$ cat src/rtl/uart_pkg.sv
// Shared types for the UART RX controller: FSM states, FIFO entry layout and
// error-flag bit positions.
package uart_pkg;

  typedef enum logic [1:0] {
    ST_OFF  = 2'd0,
    ST_RUN  = 2'd1,
    ST_HOLD = 2'd2
  } rx_state_t;

  typedef struct packed {
    logic       sb_err;
    logic       pb_err;
    logic [7:0] data;
  } rx_entry_t;

  localparam int ENTRY_W = $bits(rx_entry_t);
  localparam int PB_BIT  = 0;
  localparam int SB_BIT  = 1;

endpackage

$ cat src/rtl/uart_byte_fifo.sv
// Parameterized synchronous FIFO with a combinational head read and an
// occupancy counter; DEPTH must be a power of two.
module uart_byte_fifo #(
  parameter int WIDTH = 10,
  parameter int DEPTH = 4
) (
  input  logic                     clock,
  input  logic                     reset,
  input  logic                     push,
  input  logic [WIDTH-1:0]         wr_data,
  input  logic                     pop,
  output logic [WIDTH-1:0]         rd_data,
  output logic                     full,
  output logic                     empty,
  output logic [$clog2(DEPTH):0]   level
);

  localparam int AW = $clog2(DEPTH);
  localparam int LW = AW + 1;

  logic [WIDTH-1:0] mem [DEPTH];
  logic [AW-1:0]    wr_ptr;
  logic [AW-1:0]    rd_ptr;
  logic             push_ok;
  logic             pop_ok;

  assign full    = (level == LW'(DEPTH));
  assign empty   = (level == '0);
  assign pop_ok  = pop && !empty;
  // A full FIFO still takes a push when the head leaves in the same cycle.
  assign push_ok = push && (!full || pop_ok);
  assign rd_data = mem[rd_ptr];

  // NOTE: storage has no reset; emptiness is tracked by the pointers and level,
  // so stale words are never observable and the array maps onto plain flops/RAM.
  always_ff @(posedge clock) begin
    if (push_ok) mem[wr_ptr] <= wr_data;
  end

  always_ff @(posedge clock or negedge reset) begin
    if (!reset) begin
      wr_ptr <= '0;
      rd_ptr <= '0;
      level  <= '0;
    end else begin
      if (push_ok) wr_ptr <= wr_ptr + 1'b1;
      if (pop_ok)  rd_ptr <= rd_ptr + 1'b1;
      level <= level + LW'(push_ok) - LW'(pop_ok);
    end
  end

endmodule

$ cat src/rtl/uart_rx_ctrl.sv
// UART RX controller: gates RX_en, queues frames, counts errors, idle timeout.
// Optional UART_RX_CTRL_DISCARD_ERR_EN drops frames carrying parity/stop errors.
module uart_rx_ctrl
  import uart_pkg::*;
#(
  parameter int FIFO_DEPTH = 4,
  parameter int CNT_W      = 8,
  parameter int TMO_W      = 16
) (
  input  logic                          clock,
  input  logic                          reset,
  input  logic                          enable,
  input  logic                          clr_stats,
  input  logic [TMO_W-1:0]              tmo_cycles,
  output logic                          rx_en,
  input  logic                          rx_data_ready,
  input  logic [7:0]                    rx_data,
  input  logic                          rx_pb_error,
  input  logic                          rx_sb_error,
  output logic                          out_valid,
  input  logic                          out_ready,
  output logic [7:0]                    out_data,
  output logic [1:0]                    out_err,
  output logic [$clog2(FIFO_DEPTH):0]   fifo_level,
  output logic [CNT_W-1:0]              pb_err_cnt,
  output logic [CNT_W-1:0]              sb_err_cnt,
  output logic                          overflow,
  output logic                          idle_tmo
);

  localparam int LW = $clog2(FIFO_DEPTH) + 1;

  rx_state_t        state;
  rx_entry_t        wr_entry;
  rx_entry_t        head;
  logic             full;
  logic             empty;
  logic             push_req;
  logic             push_fire;
  logic             pop_fire;
  logic [LW-1:0]    level_next;
  logic             hold_lvl;
  logic [TMO_W-1:0] tmo_cnt;

  assign wr_entry = '{sb_err: rx_sb_error, pb_err: rx_pb_error, data: rx_data};

`ifdef UART_RX_CTRL_DISCARD_ERR_EN
  assign push_req = rx_data_ready && !rx_pb_error && !rx_sb_error;
  assign out_err  = 2'b00;
`else
  assign push_req = rx_data_ready;
  assign out_err  = {head.sb_err, head.pb_err};
`endif

  assign out_valid = !empty;
  assign out_data  = head.data;
  assign pop_fire  = out_valid && out_ready;
  assign push_fire = push_req && (!full || pop_fire);

  // Back-pressure looks at the occupancy after this edge so rx_en drops together
  // with the push that consumes the last non-reserved slot.
  assign level_next = fifo_level + LW'(push_fire) - LW'(pop_fire);
  assign hold_lvl   = (level_next >= LW'(FIFO_DEPTH - 1));

  uart_byte_fifo #(
    .WIDTH (ENTRY_W),
    .DEPTH (FIFO_DEPTH)
  ) u_fifo (
    .clock   (clock),
    .reset   (reset),
    .push    (push_req),
    .wr_data (wr_entry),
    .pop     (pop_fire),
    .rd_data (head),
    .full    (full),
    .empty   (empty),
    .level   (fifo_level)
  );

  always_ff @(posedge clock or negedge reset) begin
    if (!reset) begin
      state <= ST_OFF;
      rx_en <= 1'b0;
    end else begin
      case (state)
        ST_OFF: begin
          if (enable) begin
            state <= hold_lvl ? ST_HOLD : ST_RUN;
            rx_en <= !hold_lvl;
          end
        end
        ST_RUN: begin
          if (!enable) begin
            state <= ST_OFF;
            rx_en <= 1'b0;
          end else if (hold_lvl) begin
            state <= ST_HOLD;
            rx_en <= 1'b0;
          end
        end
        ST_HOLD: begin
          if (!enable) begin
            state <= ST_OFF;
            rx_en <= 1'b0;
          end else if (!hold_lvl) begin
            state <= ST_RUN;
            rx_en <= 1'b1;
          end
        end
        default: begin
          state <= ST_OFF;
          rx_en <= 1'b0;
        end
      endcase
    end
  end

  always_ff @(posedge clock or negedge reset) begin
    if (!reset) begin
      pb_err_cnt <= '0;
      sb_err_cnt <= '0;
      overflow   <= 1'b0;
    end else if (clr_stats) begin
      pb_err_cnt <= '0;
      sb_err_cnt <= '0;
      overflow   <= 1'b0;
    end else begin
      if (rx_data_ready && rx_pb_error && (pb_err_cnt != '1)) pb_err_cnt <= pb_err_cnt + 1'b1;
      if (rx_data_ready && rx_sb_error && (sb_err_cnt != '1)) sb_err_cnt <= sb_err_cnt + 1'b1;
      if (push_req && full && !pop_fire) overflow <= 1'b1;
    end
  end

  always_ff @(posedge clock or negedge reset) begin
    if (!reset) begin
      tmo_cnt  <= '0;
      idle_tmo <= 1'b0;
    end else if (rx_data_ready || (state == ST_OFF) || (tmo_cycles == '0)) begin
      tmo_cnt  <= '0;
      idle_tmo <= 1'b0;
    end else if (tmo_cnt == tmo_cycles - TMO_W'(1)) begin
      tmo_cnt  <= '0;
      idle_tmo <= 1'b1;
    end else begin
      tmo_cnt  <= tmo_cnt + 1'b1;
      idle_tmo <= 1'b0;
    end
  end

endmodule

$ cat config.mk
export PLATFORM = sky130hd
export DESIGN_NAME = uart_rx_ctrl
export DESIGN_NICKNAME = d
export VERILOG_FILES = /design/src/rtl/uart_pkg.sv /design/src/rtl/uart_byte_fifo.sv /design/src/rtl/uart_rx_ctrl.sv
export SDC_FILE = /design/constraint.sdc
export NUM_CORES = 1
export LEC_CHECK = 0
export CELL_PAD_IN_SITES_DETAIL_PLACEMENT = 2
export CELL_PAD_IN_SITES_GLOBAL_PLACEMENT = 2
export CORE_AREA = 2 2 98 124
export CTS_CLUSTER_SIZE = 12
export DETAILED_ROUTE_END_ITERATION = 10
export DIE_AREA = 0 0 100 126
export PLACE_DENSITY = 0.88
export SYNTH_ARGS = -nofsm -noshare
export SYNTH_HDL_FRONTEND = slang
export SYNTH_SLANG_ARGS = --single-unit
$ cat constraint.sdc
create_clock -name clock -period 8.05 [get_ports clock]
set_input_delay 2.415 -clock clock [delete_from_list [all_inputs] [get_ports clock]]
set_output_delay 2.415 -clock clock [all_outputs]
set_load 0.005 [all_outputs]
=== Word-level counts from Yosys, hierarchy flattened ===
Memories as Yosys holds them, arrays and structs flattened.
Index checks and enable logic that the tools add are counted.
W data, S select, Z words.

* Register bits: 44
* Latch bits: 0
* Memory bits (writable): 40
* Memory bits (read-only): 0
* Bits of input ports: 32
* Output and inout port bits: 33
* Word-level logic and storage cells: 81
* Memories kept: 1

{| class="wikitable"
|+ Memory list
! name !! depth !! width !! rd ports !! clocked after memory_dff !! write ports !! RTL line !! source
|-
| u_fifo.mem || 4 || 10 || 1 || 0 || 1 || uart_byte_fifo.sv:21 || <nowiki>logic [WIDTH-1:0] mem [DEPTH];</nowiki>
|}

* $add $sub $neg: 10
* $mul: 0
* Divide/modulo/power cells: 0
* Magnitude comparators: 1
* Equal/unequal tests: 9
* Shifts and indexed selects: 0
* Mux-type cells: 25
* Bitwise operators: 0
* Reduce and logical (&&, ||, !) cells: 25

{| class="wikitable"
|+ Operators with widths
! kind !! count
|-
| $mux W16 || 2
|-
| $mux W8 || 4
|-
| $add A16 B1 Y16 const B || 1
|-
| $add A8 B1 Y8 const B || 2
|-
| $eq A16 B16 Y1 || 1
|-
| $logic_not A16 Y1 || 1
|-
| $ne A8 B8 Y1 const B || 2
|-
| $sub A16 B1 Y16 const B || 1
|-
| $mux W2 || 6
|-
| $mux W1 || 11
|-
| $logic_and A1 B1 Y1 || 10
|-
| $add A3 B1 Y3 || 2
|-
| $ne A3 B3 Y1 const B || 2
|-
| $pmux W2 S3 || 1
|-
| $reduce_bool A2 Y1 || 3
|-
| $sub A3 B1 Y3 || 2
|-
| $add A2 B1 Y2 const B || 2
|-
| $logic_not A1 Y1 || 4
|-
| $logic_or A1 B1 Y1 || 4
|-
| $eq A3 B3 Y1 const B || 1
|-
| $ge A3 B2 Y1 const B || 1
|-
| $logic_not A3 Y1 || 1
|-
| $pmux W1 S3 || 1
|-
| $reduce_and A3 Y1 || 1
|-
| 4 further kinds || 4
|}

=== Longest topological paths before layout ===
* Word-level depth: 11
* Gate-level depth with buffers: 11
* Mapped depth without buffers: 11

=== Modules after synthesis ===
Synthesis repeated with hierarchy kept, for this count alone.

* Cells, all modules: 371
* Area total of the unflattened synthesis: 4332.9 um2

{| class="wikitable"
|+ Modules (own cells, without submodules)
! module !! instances !! cells an instance !! area each (um2) !! seq. area each (um2)
|-
| uart_rx_ctrl || 1 || 284 || 2466.1 || 925.9
|-
| uart_byte_fifo || 1 || 87 || 1866.8 || 1376.3
|}

=== Least setup slack after synthesis ===
Ideal clock, no wire load.

* Path kind: input -> register
* From: in tmo_cycles[3]
* To: reg tmo_cnt[10]
* Library setup time: 0.139 ns
* Data arrival time: 4.423 ns
* Data required time: 7.911 ns
* Path slack: 3.488 ns
* Stages: 8
* Path buffers: 2
* Cell sequence: buf_6 > or4_4 > nor3_2 > a21oi_1 > or4_4 > nor4_4 > buf_6 > nor3_1

* Word-level cells in the longest chain between the ends: 4
* Elaborated cells between the ends (all ways): 6
* Classes of those cells: add/sub: 1; eq/ne: 1; mux: 2; reduce/logical: 2

{| class="wikitable"
|+ Ends and longest elaborated chain
! element !! RTL line !! source
|-
| start, declared || uart_rx_ctrl.sv:14 || <nowiki>input logic [TMO_W-1:0] tmo_cycles,</nowiki>
|-
| $sub A16 B1 Y16 || uart_rx_ctrl.sv:141 || <nowiki>end else if (tmo_cnt == tmo_cycles - TMO_W'(1)) begin</nowiki>
|-
| $eq A16 B16 Y1 || uart_rx_ctrl.sv:141 ||
|-
| $mux W16 || uart_rx_ctrl.sv:141 ||
|-
| $mux W16 * || uart_rx_ctrl.sv:138 || <nowiki>end else if (rx_data_ready || (state == ST_OFF) || (tmo_cycles == '0)) begin</nowiki>
|-
| end signal, assigned || uart_rx_ctrl.sv:145 || <nowiki>tmo_cnt <= tmo_cnt + 1'b1;</nowiki>
|-
| end, declared || uart_rx_ctrl.sv:43 || <nowiki>logic [TMO_W-1:0] tmo_cnt;</nowiki>
|}

Mark *: on every way between the ends. The rest lies on a longest branch, timed or not.
A chain may end at the register's enable or synchronous reset.

=== Worst setup path in the final report ===
* From: in tmo_cycles[0]
* To: reg tmo_cnt[4]

The elaborated chain is that of the path after synthesis.

==> metrics.md <==
| Metric | Value |
|---|---|
| Worst r2r src | `u_fifo.level[1]` |
| Fin. max-slew vios | `0` |
| Port bufs | `64` |
| Pwr dens | `259 mW/mm²` |
| Main combinational cell family by area after synthesis | `simple AND/OR/NAND/NOR gates` |
| # Post-CTS Setup Buffers | `0` |
| Final period util | `0.677` |
| Post-synthesis sequential area ratio | `0.527` |
| CTS tree | `done` |
| Crit Path Class | `primary input to flop` |
| Fmax achieved | `0.184 GHz` |
| Layout net count | `484` |
| CP Cell Sequence | `clkdlybuf4s50_1 -> inv_1 -> ha_1 -> nor2b_1 -> nand4_1 -> xnor2_1 -> or4_4 -> nor4_4 -> nor3_1` |
| Post-Route Utilization | `0.471` |
| GR Util All Layers | `0.211` |
| Post-synth top area cell | `edfxtp_1` |
| Crit path capture | `tmo_cnt[4]` |
| Non-Filler Instances | `581` |
| R2R setup slack | `5.14 ns` |
| Commonest non-fill, non-tap cell in the layout | `clkdlybuf4s50_1` |
| First-pass GRT wire length | `20500 µm` |
| Total grt overflow | `0` |
| Area of the mapped netlist | `0.00437 mm²` |
| Total CTS buffers | `9` |
| Endpoints failing hold | `0` |
| DP Wirelength | `9230 µm` |
| Syn nets | `421` |
| Row count | `44` |
| Initial Util | `0.381` |
| IO Pins | `65` |
| # H-tree levels | `3` |
| Critical Path RT | `8.22 ns` |
| Post-CTS Resized | `0` |
| CTS root buf | `clkbuf_16` |
| Critical Path Start Type | `primary input` |
| XOR/XNOR share of the synthesized area | `0.0903` |
| Met2 GRT Util | `0.391` |
| Reg2reg end | `rx_en` |
| Post-synthesis cell count | `375` |
| RSZ-0062 raised after global routing | `no` |
| Most common flop cell mapped by yosys | `dfrtp_1` |
| Gr busiest metal | `met2` |
| Buf/Inv on CP | `2` |
| Endpoint type of the worst setup path | `flop` |
| Die height | `126 µm` |
| Status | `finished clean` |
| Maximum vdd drop | `0.000120 V` |
| Crit. path cell count | `9` |
| EDFF count, synth | `40` |
| Slew headroom | `0.296` |
| Critical path launch point | `tmo_cycles[0]` |
| GR met1 Demand/Resource | `0.235` |
| Clk Latency, worst-skew pair | `0.34 ns` |
| Synth Area in Simple Gates | `0.190` |
| Chip width | `100 µm` |
| Clock Sinks | `84` |
| Setup-failing EPs final | `0` |
| Avg Cell Area, Syn | `11.6 µm²` |
| Longest Clk Path Bufs | `2` |
| R2R depth | `11` |
| Die area | `0.0126 mm²` |
| Final ANT Viol Nets | `0` |
| GPL Wtd Cong | `0.866` |
| Slowest cell on crit path | `nor4_4` |
| Dpl cells | `565` |
| Ys Warns | `0` |
| Max incr delay on CP | `0.71 ns` |
| Post-synth top area share | `0.275` |
| Drt initial violations | `171` |
| Worst Tran Pin Value | `1.04 ns` |
| Reg clk slew, reported paths | `0.07 ns` |
| Leakage dissipation | `2.05 nW` |
| CP top delay family | `simple AND/OR/NAND/NOR gates` |
| Ranking of synthesized cells by area | `edfxtp_1 (28%), dfrtp_1 (25%), xor2_1 (5.6%), mux4_2 (5.2%), ha_1 (3.4%)` |
| Asr flop ratio synth | `0.524` |
| Core ar. | `0.0115 mm²` |
| Post-CTS Hold Buffers | `0` |
| Adder-Cell Fraction of Synth Area | `0.0436` |
| Most frequent cells in the layout | `clkdlybuf4s50_1 (63), dfrtp_1 (44), edfxtp_1 (40)` |
| Hold Path Class | `flop to flop` |
| Compound-Gate Fraction of Synth Area | `0.0622` |
| Post-synthesis mux area share | `0.0585` |
| Max cap viols | `0` |
| Arr. time, crit path | `5.62 ns` |
| Antenna violations before repair | `0` |
| Yosys reg bits | `84` |
| CP max FO | `16` |
| Clk_skew | `0.00776 ns` |
| Post-synth cell types | `53` |
| Vias in the first global route | `3760` |
| Via/cell ratio | `5.64` |
| Layout cells sized above 1 | `0.0903` |
| Total number of vias | `3278` |
| DRT Pass-1 Iters | `4` |
| Post-layout min period | `5.45 ns` |
| Final setup TNS | `0 ns` |
| Final Routed Wirelength | `12500 µm` |
| Antenna fix cells | `0` |
| Largest net degree at the start of global routing | `45` |
| # DRC | `0` |
| Syn-to-layout area delta | `23.7%` |
| Routed length per instance | `21.5 µm` |
| Met3 Use GR | `0.0339` |
-- state kept, by name, indices dropped and copies added, names as in the netlist --
signal         cells
u_fifo.rd_ptr      2
state              2
tmo_cnt           16
u_fifo.wr_ptr      2
idle_tmo           1
u_fifo.level       3
overflow           1
rx_en              1
sb_err_cnt         8
u_fifo.mem        40
pb_err_cnt         8
-- area by class of cell --
cell class,count,area (µm²)
inverters,17,63.8
flip-flops and latches,84,2300
repair buffers,64,636
multi-input cells,262,1940
clock inverters,7,60.1
fillers,1138,6050
well taps,138,173
clock buffers,9,225
-- cells in the mapped netlist, types with 7 or more instances --
cell and n:
clkbuf_1 8, nand2_1 23, dfrtp_1 44, and2_1 7, xor2_1 28, inv_1 17, nand3_1 16, a21oi_1 15
o21ai_0 10, edfxtp_1 40, nor3_1 21, or3_1 8, nand4_1 9, xnor2_1 17, mux4_2 10, ha_1 12
nor2_1 27
-- stage by stage --
step	setup WS (ns)	instance area [µm²]	total power [mW]	hold slack [ns]
3_5_place_dp	2.25	5110	1.02	0.518
3_3_place_gp	2.50	5110	0.965	0.478
5_1_grt	2.35	5400	1.48	0.560
2_1_floorplan	3.49	4370	0.800	0.475
6_report	2.60	5400	1.40	0.516
4_1_cts	2.63	5400	1.42	0.532
-- tightest hold or removal path, delay by kind of cell (launching register included) --
family	cells	cell delay [ns]
flip-flops	1	0.35
AND/OR/NAND/NOR	1	0.08
AO/OA/AOI/OAI	1	0.05
-- cell families after synthesis --
| logic type | after synthesis |
|---|---|
| adder cells (fa/ha/maj) | 14 |
| buffers and inverters | 29 |
| XOR/XNOR | 45 |
| flip-flops | 84 |
| AO/OA/AOI/OAI | 42 |
| AND/OR/NAND/NOR | 148 |
| multiplexers | 13 |
-- power breakdown --
group | leakage, nW | switching, mW | internal, mW
registers | 0.960 | 0.0683 | 0.525
logic | 0.964 | 0.198 | 0.215
clock network | 0.130 | 0.180 | 0.213
-- metal layers --
layer	vias to the layer above	wire length, µm
met4	0	357
met1	1687	4810
met3	30	312
li1	1495	-
met5	-	0
met2	66	7020
-- how the worst min path moves through the flow --
stage,from,endpoint,slack (ns),cells after the start
6_report,overflow,overflow,0.52,2
5_1_grt,overflow,overflow,0.56,2
4_1_cts,overflow,overflow,0.53,2
3_5_place_dp,overflow,overflow,0.52,2
3_3_place_gp,overflow,overflow,0.48,2
2_1_floorplan,tmo_cnt[0],tmo_cnt[0],0.47,1
Power figures use the tool's default switching activity.
